<file path="config.mk">
export PLATFORM = sky130hd
export DESIGN_NAME = frame_sender_flat
export DESIGN_NICKNAME = d
export VERILOG_FILES = /design/src/rtl/frame_sender_if.sv /design/src/rtl/frame_sender.sv /design/src/flat_wrapper.sv
export SDC_FILE = /design/constraint.sdc
export NUM_CORES = 1
export LEC_CHECK = 0
export ABC_AREA = 0
export ABC_CLOCK_PERIOD_IN_PS = 9050
export CORE_AREA = 4 4 185 187
export CTS_CLUSTER_DIAMETER = 40
export CTS_CLUSTER_SIZE = 10
export DETAILED_ROUTE_END_ITERATION = 16
export DIE_AREA = 0 0 189 191
export PLACE_DENSITY = 0.67
export SLEW_MARGIN = 20
export SYNTH_ARGS = -nofsm -noshare
export SYNTH_HDL_FRONTEND = slang
export SYNTH_SLANG_ARGS = --single-unit
</file>
<file path="constraint.sdc">
create_clock -name tx_clk -period 9.05 [get_ports tx_clk]
set_input_delay 1.81 -clock tx_clk [delete_from_list [all_inputs] [get_ports tx_clk]]
set_output_delay 1.81 -clock tx_clk [all_outputs]
set_load 0.03 [all_outputs]
</file>
<file path="src/rtl/frame_sender_if.sv">
// rtl/frame_sender_if.sv - MAC TX client byte interface between frame_sender and the MAC
interface frame_sender_if;
  logic [7:0] mac_tx_data;
  logic       mac_tx_dvld;
  logic       mac_tx_ack;

  modport master (output mac_tx_data, output mac_tx_dvld, input mac_tx_ack);
  modport slave  (input mac_tx_data, input mac_tx_dvld, output mac_tx_ack);
endinterface

</file>
<file path="src/rtl/frame_sender.sv">
// rtl/frame_sender.sv - builds sequence/timestamp test frames and drives them into the MAC TX client
module frame_sender #(
  parameter logic [47:0] DST_MAC     = 48'hFFFF_FFFF_FFFF,
  parameter logic [47:0] SRC_MAC     = 48'h0002_0000_0001,
  parameter logic [15:0] ETHERTYPE   = 16'h88B5,
  parameter int          ACK_TIMEOUT = 1023
) (
  input  logic         tx_clk,
  input  logic         reset_n,
  output logic         conf_tx_en,
  output logic         conf_tx_no_gen_crc,
  output logic         conf_tx_jumbo_en,
  input  logic         start,
  input  logic         continuous,
  input  logic [13:0]  frame_len,
  input  logic [15:0]  gap_len,
  frame_sender_if.master mac,
  output logic         busy,
  output logic         sent_pulse,
  output logic [31:0]  sent_timestamp,
  output logic [31:0]  frame_count,
  output logic         abort_pulse
);

  typedef enum logic [1:0] {IDLE, WAIT_ACK, DATA, GAP} state_t;

  state_t      state;
  logic [31:0] ts_cnt;
  logic [31:0] ts_latched;
  logic [31:0] seq_num;
  logic [13:0] byte_idx;
  logic [13:0] eff_len;
  logic [15:0] wait_cnt;
  logic [15:0] gap_cnt;

  assign conf_tx_en         = 1'b1;
  assign conf_tx_no_gen_crc = 1'b0;
  assign conf_tx_jumbo_en   = 1'b0;
  assign busy               = (state != IDLE);

  // Clamp the requested length to the legal untagged Ethernet range (FCS excluded).
  function automatic logic [13:0] clamp_len(input logic [13:0] fl);
    if (fl < 14'd60)
      clamp_len = 14'd60;
    else if (fl > 14'd1514)
      clamp_len = 14'd1514;
    else
      clamp_len = fl;
  endfunction

  // Header bytes come from one 22-byte image shifted by the index; payload is the index itself.
  function automatic logic [7:0] byte_at(input logic [13:0] i, input logic [31:0] seq_v,
                                         input logic [31:0] ts_v);
    logic [175:0] hdr;
    hdr = {DST_MAC, SRC_MAC, ETHERTYPE, seq_v, ts_v} << {i[4:0], 3'b000};
    if (i < 14'd22)
      byte_at = hdr[175:168];
    else
      byte_at = i[7:0];
  endfunction

  // Free-running transmit timestamp.
  always_ff @(posedge tx_clk or negedge reset_n) begin
    if (!reset_n)
      ts_cnt <= 32'd0;
    else
      ts_cnt <= ts_cnt + 32'd1;
  end

  // Frame sequencer: waits for ack, streams the frame, then idles or gaps before the next one.
  always_ff @(posedge tx_clk or negedge reset_n) begin
    if (!reset_n) begin
      state           <= IDLE;
      mac.mac_tx_data <= 8'd0;
      mac.mac_tx_dvld <= 1'b0;
      byte_idx        <= 14'd0;
      eff_len         <= 14'd60;
      wait_cnt        <= 16'd0;
      gap_cnt         <= 16'd0;
      seq_num         <= 32'd0;
      ts_latched      <= 32'd0;
      sent_timestamp  <= 32'd0;
      frame_count     <= 32'd0;
      sent_pulse      <= 1'b0;
      abort_pulse     <= 1'b0;
    end else begin
      sent_pulse  <= 1'b0;
      abort_pulse <= 1'b0;
      case (state)
        IDLE: begin
          if (start || continuous) begin
            eff_len         <= clamp_len(frame_len);
            mac.mac_tx_dvld <= 1'b1;
            mac.mac_tx_data <= DST_MAC[47:40];
            wait_cnt        <= 16'd0;
            state           <= WAIT_ACK;
          end
        end
        WAIT_ACK: begin
          if (mac.mac_tx_ack) begin
            ts_latched      <= ts_cnt;
            byte_idx        <= 14'd1;
            mac.mac_tx_data <= byte_at(14'd1, seq_num, ts_cnt);
            state           <= DATA;
          end else if (wait_cnt == 16'(ACK_TIMEOUT - 1)) begin
            mac.mac_tx_dvld <= 1'b0;
            mac.mac_tx_data <= 8'd0;
            abort_pulse     <= 1'b1;
            state           <= IDLE;
          end else begin
            wait_cnt <= wait_cnt + 16'd1;
          end
        end
        DATA: begin
          if (byte_idx == eff_len - 14'd1) begin
            mac.mac_tx_dvld <= 1'b0;
            mac.mac_tx_data <= 8'd0;
            sent_pulse      <= 1'b1;
            sent_timestamp  <= ts_latched;
            seq_num         <= seq_num + 32'd1;
            frame_count     <= frame_count + 32'd1;
            gap_cnt         <= 16'd0;
            state           <= continuous ? GAP : IDLE;
          end else begin
            byte_idx        <= byte_idx + 14'd1;
            mac.mac_tx_data <= byte_at(byte_idx + 14'd1, seq_num, ts_latched);
          end
        end
        GAP: begin
          // The first GAP cycle is the mandatory dvld-low cycle, so gap_len 0 and 1 behave alike.
          if (({1'b0, gap_cnt} + 17'd1) >= {1'b0, gap_len}) begin
            if (continuous) begin
              eff_len         <= clamp_len(frame_len);
              mac.mac_tx_dvld <= 1'b1;
              mac.mac_tx_data <= DST_MAC[47:40];
              wait_cnt        <= 16'd0;
              state           <= WAIT_ACK;
            end else begin
              state <= IDLE;
            end
          end else begin
            gap_cnt <= gap_cnt + 16'd1;
          end
        end
        default: state <= IDLE;
      endcase
    end
  end

endmodule

</file>
<file path="src/flat_wrapper.sv">
// flat-port wrapper written by rule: the top's interface ports become plain ports
module frame_sender_flat 
#(
  parameter logic [47:0] DST_MAC     = 48'hFFFF_FFFF_FFFF,
  parameter logic [47:0] SRC_MAC     = 48'h0002_0000_0001,
  parameter logic [15:0] ETHERTYPE   = 16'h88B5,
  parameter int          ACK_TIMEOUT = 1023
)
  (tx_clk, reset_n, conf_tx_en, conf_tx_no_gen_crc, conf_tx_jumbo_en, start, continuous, frame_len, gap_len, busy, sent_pulse, sent_timestamp, frame_count, abort_pulse, mac_mac_tx_data, mac_mac_tx_dvld, mac_mac_tx_ack);
  frame_sender_if mac_i ();
  input  logic tx_clk;
  input  logic reset_n;
  output logic conf_tx_en;
  output logic conf_tx_no_gen_crc;
  output logic conf_tx_jumbo_en;
  input  logic start;
  input  logic continuous;
  input  logic [13:0] frame_len;
  input  logic [15:0] gap_len;
  output logic busy;
  output logic sent_pulse;
  output logic [31:0] sent_timestamp;
  output logic [31:0] frame_count;
  output logic abort_pulse;
  output wire logic [$bits(mac_i.mac_tx_data)-1:0] mac_mac_tx_data;
  output wire logic [$bits(mac_i.mac_tx_dvld)-1:0] mac_mac_tx_dvld;
  input wire logic [$bits(mac_i.mac_tx_ack)-1:0] mac_mac_tx_ack;
  assign mac_mac_tx_data = mac_i.mac_tx_data;
  assign mac_mac_tx_dvld = mac_i.mac_tx_dvld;
  assign mac_i.mac_tx_ack = mac_mac_tx_ack;
  frame_sender #(.DST_MAC(DST_MAC), .SRC_MAC(SRC_MAC), .ETHERTYPE(ETHERTYPE), .ACK_TIMEOUT(ACK_TIMEOUT)) u_core (.tx_clk(tx_clk), .reset_n(reset_n), .conf_tx_en(conf_tx_en), .conf_tx_no_gen_crc(conf_tx_no_gen_crc), .conf_tx_jumbo_en(conf_tx_jumbo_en), .start(start), .continuous(continuous), .frame_len(frame_len), .gap_len(gap_len), .mac(mac_i), .busy(busy), .sent_pulse(sent_pulse), .sent_timestamp(sent_timestamp), .frame_count(frame_count), .abort_pulse(abort_pulse));
endmodule
</file>
Yosys cells after proc, flatten, opt, wreduce, memory -nomap -nowiden
Index checks and enable logic that the tools add are counted.
{"block": "word_totals", "ff_bits": 233, "in_bits": 35, "rom_bits": 0, "output_inout_bits": 79, "n_memories": 0, "latchBits": 0, "ram_bits": 0}
{"block": "classes", "div": 0, "reduce_logical": 16, "n_addsub": 8, "order_cmp": 4, "mul": 0, "bitwise_logic": 0, "shift": 1, "mux": 46, "eq_ne": 16}
{"cell": "$shl 176x8->176", "n": 1}
{"cell": "$mux 16", "n": 7}
{"cell": "$mux 14", "n": 7}
{"cell": "$add 32x1->32 const B", "n": 3}
{"cell": "$mux 8", "n": 7}
{"cell": "$pmux 14 s2", "n": 2}
{"cell": "$pmux 16 s3", "n": 1}
{"cell": "$add 16x1->16 const B", "n": 2}
{"cell": "$pmux 16 s2", "n": 1}
{"cell": "$pmux 8 s4", "n": 1}
{"cell": "$add 16x1->17 const B", "n": 1}
{"cell": "$ge 17x16->1", "n": 1}
{"cell": "$eq 16x10->1 const B", "n": 1}
{"cell": "$add 14x1->14 const B", "n": 1}
{"cell": "$eq 14x14->1", "n": 1}
{"cell": "$gt 14x11->1 const B", "n": 1}
{"cell": "$lt 14x5->1 const B", "n": 1}
{"cell": "$lt 14x6->1 const B", "n": 1}
{"cell": "$sub 14x1->14 const B", "n": 1}
{"cell": "$mux 1", "n": 12}
{"cell": "$mux 2", "n": 6}
{"cell": "$ne 2x2->1 const B", "n": 6}
{"cell": "$reduce_and 4->1", "n": 3}
{"cell": "$reduce_and 6->1", "n": 2}
{"cell": "12 further kinds", "n": 21}

Depth between registers and ports, before layout
{"block": "depth", "word_depth": 6, "mapped_depth": 15, "mapped_depth_nobuf": 14}

Worst setup path after synthesis
No wires, ideal clock.
{"block": "synth_timing", "path_kind": "input to register", "startpoint": "input port gap_len[6]", "endpoint": "register u_core.gap_cnt[10]", "setup_time_ns": 0.079, "setup_slack_ns": 5.190, "arrival_time_ns": 3.780, "stages": 10, "n_path_buf": 1, "path_cell_list": "inv_1 > ha_1 > a21o_1 > a21o_1 > a21oi_1 > o221ai_1 > o22ai_1 > and2_1 > buf_2 > mux2i_1"}
{"block": "synth_via", "elab_chain_len": 3}
{"item": "start: declaration", "line": "flat_wrapper.sv:19", "text": "input logic [15:0] gap_len;"}
{"item": "$ge 17x16->1", "line": "frame_sender.sv:131", "text": "if (({1'b0, gap_cnt} + 17'd1) >= {1'b0, gap_len}) begin"}
{"item": "$ne 2x2->1 (no source line)"}
{"item": "$reduce_and 3->1 (no source line)"}
{"item": "end signal: assignment", "line": "frame_sender.sv:142", "text": "gap_cnt <= gap_cnt + 16'd1;"}
{"item": "end: declaration", "line": "frame_sender.sv:34", "text": "logic [15:0] gap_cnt;"}
No other way between the ends.
A chain may end at the register's enable or synchronous reset.

Worst setup path after layout
{"block": "layout_timing", "startpoint": "input port gap_len[14]", "endpoint": "register u_core.mac.mac_tx_data[7]"}
{"block": "layout_via", "elab_chain_len": 3}
{"item": "$ge 17x16->1", "line": "frame_sender.sv:131"}
{"item": "$ne 2x1->1 (no source line)"}
{"item": "$reduce_and 4->1 (no source line)"}
{"item": "end signal: assignment", "line": "frame_sender.sv:103", "text": "mac.mac_tx_data <= byte_at(14'd1, seq_num, ts_cnt);"}
{"item": "end signal: assignment", "line": "frame_sender.sv:126", "text": "mac.mac_tx_data <= byte_at(byte_idx + 14'd1, seq_num, ts_latched);"}
{"item": "end signal: assignment", "line": "frame_sender.sv:135", "text": "mac.mac_tx_data <= DST_MAC[47:40];"}
{"item": "end: declaration", "line": "frame_sender_if.sv:7", "text": "modport master (output mac_tx_data, output mac_tx_dvld, input mac_tx_ack);"}
No other way between the ends.

==> out/summary.md <==
The run finished with clean final reports. The top layer reached by signal wires was met4. From left edge to right edge, the die measures 189 µm.

The run gives 66 as the floorplan row count. The total DRC errors in the routed layout is 0. After layout, the minimum clock period comes to 4.31 ns.

The tools report the root buffer selected by CTS as sky130_fd_sc_hd__clkbuf_16. The global-route total usage across every layer came out at 17.3%. Sort of element at the start of the critical path: an input port. After detailed routing, the number of vias per cell comes to 5.54. Data on the critical path arrives at its endpoint at 4.68 ns. Summed over all nets, the half-perimeter wirelength after detailed placement is 21.9 mm.

Data on the critical path is required at its endpoint by 9.42 ns. The tools report the total inserted antenna cells as 0. In this run the most critical hold path is launched from u_core.frame_count[7]. For the sum of negative setup slack, the log shows 0 ns.

The tools report the initial antenna violation count as 0. Via count of the first global-routing pass: 10000. Path category of the worst min-delay check: reg -> reg.

The detail route stage leaves a number of antenna-violating nets equal to 0. Buffers added to address setup during post-CTS repair amount to 0. The tools report the layout net count as 1462.

The first global-routing pass estimated 52.4 mm of wire. Cell area power density: 222 nW/µm². For the number of H-tree levels, the log shows 2.

The worst register-to-register path begins at u_core.gap_cnt[2]. The average cell area after synthesis was 9.93 µm². The placer congestion estimate is 0.896. Between clock sinks in the finished design, the worst skew comes to 0.0217 ns. In this run the worst path has a maximum fanout of 10.

For the detailed router's first-iteration violation count, the log shows 674. The total overflow left after global routing is 0. The length of the first detailed-routing pass in iterations was 6; the fraction of layout cells with a size suffix above 1 was 12.4%. During placement, the flow inserted port buffers numbering 110. The count of different cell masters after synthesis is 74, and the final hold violation count is 0. After detailed routing, the average wire length per cell comes to 17.1 µm. Post-synthesis cell type with the largest combined area: sky130_fd_sc_hd__dfrtp_1. TritonCTS built the clock tree. In the detailed route, the total length drawn on met3 is 1.72 mm. The most used flip-flop cell after synthesis is sky130_fd_sc_hd__dfrtp_1.

The combined area of all synthesized cells is 12900 µm². The tools report the TritonCTS buffer count as 37. For hold timing, the worst endpoint is u_core.frame_count[7]. The tools report the pin count of the biggest net entering global routing as 99. After detailed routing, the wire length on met1 is 14.5 mm. The run gives 232 MHz as the maximum operating frequency.

The clock slew at the register clock pins of the worst setup and hold paths is 0.05 ns. The max-slew violation total from the final report was 0; the proportion of register bits with asynchronous set or reset after synthesis was 100%. The number of instances resized during post-cts repair was 0; the final wirelength was 31.8 mm. Total power for the finished layout comes to 3.48 mW. The longest clock path from root to sink contains 3 buffers. The worst register-to-register path has a setup slack of 4.78 ns. The layout-stage area growth over the synthesis result is 21.0%, and the hold buffer count at CTS is 0. In the synthesized netlist, the number of instances is 1304. The vertical extent of the die is 191 µm. The die area was 36100 µm²; the effective utilization at floorplan was 39.9%.

After layout, the worst path uses 47.6% of the clock period. In this run the count of I/O pins placed on the die edge is 114. The worst flop-to-flop path endpoint was u_core.mac.mac_tx_data[7].

Yosys attributes the largest share of cell area to sky130_fd_sc_hd__dfrtp_1 (44%), sky130_fd_sc_hd__xnor2_1 (6.6%), sky130_fd_sc_hd__mux2_2 (5.8%). Yosys printed 0 warnings. For the total length of routed met2 wires, the log shows 15.1 mm. The worst setup path is of the in -> reg kind. The actual slew at the worst max-slew pin was 1.10 ns. The final number of setup-violating endpoints came out at 0.

Summed over its instances, the top area cell type makes up 44.3% of the synthesized netlist area. The count of cells along the worst register-to-register path is 13. The run gives 45.1% as the sequential area share after synthesis. Setup repair after global routing left no endpoint under its margin. In this run, synthesis produced a sequential element count of 233. The tool flagged a number of max-cap violations equal to 0.

STA classifies the critical path endpoint as a flip-flop. At the later pin of the worst-skew pair, clock insertion delay measures 0.51 ns. The cell count of the worst hold path was 1; the leakage power was 6.70 nW.

The core region is 32500 µm². The clock net in this run drives a total of 233 sinks. Measured against its own limit, the worst slew margin works out to 26.3%. The count of flip-flops with a built-in enable after synthesis works out to 0. The detailed router placed 10300 vias in this run. Across the VDD grid, the largest voltage drop is 0.000162 V.
## routing by layer
layer	track usage (%)	up-vias
met1	24.3	5086
met3	2.78	48
met5	0	-
met2	28.4	274
li1	-	4908
met4	4.18	0
## power by group
| part | switching, mW | internal, mW |
|---|---|---|
| Combinational | 0.560 | 0.323 |
| Clock | 0.489 | 0.913 |
| Sequential | 0.0779 | 1.12 |
| Total | 1.13 | 2.35 |
## layout make-up
class                           instances  area, µm²
Clock inverter                         17        216
Fill cell                            2924      16800
Multi-Input combinational cell        942       6630
Sequential cell                       233       5840
Clock buffer                           46       1020
Inverter                               62        233
Tap cell                              442        553
Timing Repair Buffer                  121       1190
## cell usage in the layout (no fill, tap or decap), types with 6 or more instances in the layout
cell type,instances
sky130_fd_sc_hd__dfrtp_1,229
sky130_fd_sc_hd__nand2_1,124
sky130_fd_sc_hd__clkdlybuf4s50_1,109
sky130_fd_sc_hd__xnor2_1,98
sky130_fd_sc_hd__nand3_1,83
sky130_fd_sc_hd__mux2_2,67
sky130_fd_sc_hd__inv_1,62
sky130_fd_sc_hd__nor2_1,58
sky130_fd_sc_hd__nand4_1,50
sky130_fd_sc_hd__clkbuf_16,38
sky130_fd_sc_hd__and3_1,32
sky130_fd_sc_hd__nor3_1,32
sky130_fd_sc_hd__a21oi_1,32
sky130_fd_sc_hd__ha_1,30
sky130_fd_sc_hd__xor2_1,29
sky130_fd_sc_hd__o21ai_0,29
sky130_fd_sc_hd__nor4_1,20
sky130_fd_sc_hd__and2_1,17
sky130_fd_sc_hd__a31oi_1,13
sky130_fd_sc_hd__nand2b_1,13
sky130_fd_sc_hd__o211ai_1,13
sky130_fd_sc_hd__mux2i_1,13
sky130_fd_sc_hd__o221ai_1,13
sky130_fd_sc_hd__buf_4,11
sky130_fd_sc_hd__or3_1,10
sky130_fd_sc_hd__or4_1,10
sky130_fd_sc_hd__nand3b_1,10
sky130_fd_sc_hd__a211o_1,10
sky130_fd_sc_hd__nor2b_1,9
sky130_fd_sc_hd__nor4b_1,8
sky130_fd_sc_hd__mux4_2,8
sky130_fd_sc_hd__and4_1,6
sky130_fd_sc_hd__or2_2,6
sky130_fd_sc_hd__o31ai_1,6
sky130_fd_sc_hd__a211oi_1,6
sky130_fd_sc_hd__o22a_1,6
## cells by family (layout without fill, tap and decap cells)
logic type / Yosys count / after routing / share of synthesized area (%)
and+or+nand+nor: 505 / 505 / 20.6
xor gates and xnor gates: 128 / 128 / 8.71
AOI/OAI and AO/OA: 187 / 187 / 10.3
adders and majority gates: 31 / 31 / 2.98
muxes: 88 / 88 / 8.22
other: 2 / 3 / 0.0580
DFF: 233 / 233 / 45.1
buffers and inverters: 130 / 246 / 4.02
## state kept, by name, summed over array words and instances (netlist names), 2 cells and up
signal / flops
u_core.gap_cnt: 16
u_core.seq_num: 32
u_core.wait_cnt: 16
u_core.eff_len: 14
u_core.state: 2
u_core.ts_cnt: 32
u_core.mac.mac_tx_data: 8
u_core.byte_idx: 14
u_core.ts_latched: 32
u_core.frame_count: 32
u_core.sent_timestamp: 32
## synthesized netlist by cell type, types with 17 or more instances
cell type and instances:
sky130_fd_sc_hd__nor3_1 32, sky130_fd_sc_hd__and2_1 17, sky130_fd_sc_hd__ha_1 30, sky130_fd_sc_hd__and3_1 32, sky130_fd_sc_hd__nor2_1 58, sky130_fd_sc_hd__nor4_1 22, sky130_fd_sc_hd__xor2_1 29, sky130_fd_sc_hd__xnor2_1 98
sky130_fd_sc_hd__o21ai_0 29, sky130_fd_sc_hd__nand2_1 124, sky130_fd_sc_hd__dfrtp_1 229, sky130_fd_sc_hd__nand4_1 50, sky130_fd_sc_hd__clkbuf_1 56, sky130_fd_sc_hd__nand3_1 83, sky130_fd_sc_hd__mux2_2 67, sky130_fd_sc_hd__a21oi_1 33
sky130_fd_sc_hd__inv_1 62
## stage by stage
stage	instances	setup WS (ns)	util, %	hold slack (ns)	cell area, µm²
finish	1863	4.74	48.3	0.479	15700
floorplan	1305	5.19	-	0.440	13000
global placement	1800	4.41	44.4	0.459	14400
CTS	1863	4.80	48.3	0.483	15700
global route	1863	4.36	48.3	0.500	15700
detailed placement	1800	4.28	44.5	0.469	14400
## critical path, stage by stage
cell and delay (ns):
sky130_fd_sc_hd__clkdlybuf4s50_1 0.46, sky130_fd_sc_hd__inv_1 0.05, sky130_fd_sc_hd__ha_1 0.29, sky130_fd_sc_hd__nand3_1 0.11
sky130_fd_sc_hd__nor2_1 0.18, sky130_fd_sc_hd__o211ai_1 0.13, sky130_fd_sc_hd__o221a_2 0.34, sky130_fd_sc_hd__a21oi_1 0.66
sky130_fd_sc_hd__nand3_1 0.38, sky130_fd_sc_hd__o22a_1 0.28
## how the worst max path moves through the flow
stage,startpoint,endpoint,slack (ns),cells after the start
after detailed placement,gap_len[14],u_core.mac.mac_tx_data[4],4.28,10
after global routing,u_core.gap_cnt[0],u_core.gap_cnt[7],4.36,14
after floorplan,gap_len[6],u_core.gap_cnt[10],5.19,10
after global placement,gap_len[6],u_core.gap_cnt[14],4.41,10
final,gap_len[14],u_core.mac.mac_tx_data[7],4.74,10
after CTS,gap_len[14],u_core.mac.mac_tx_data[7],4.80,10
Power figures use the tool's default switching activity.
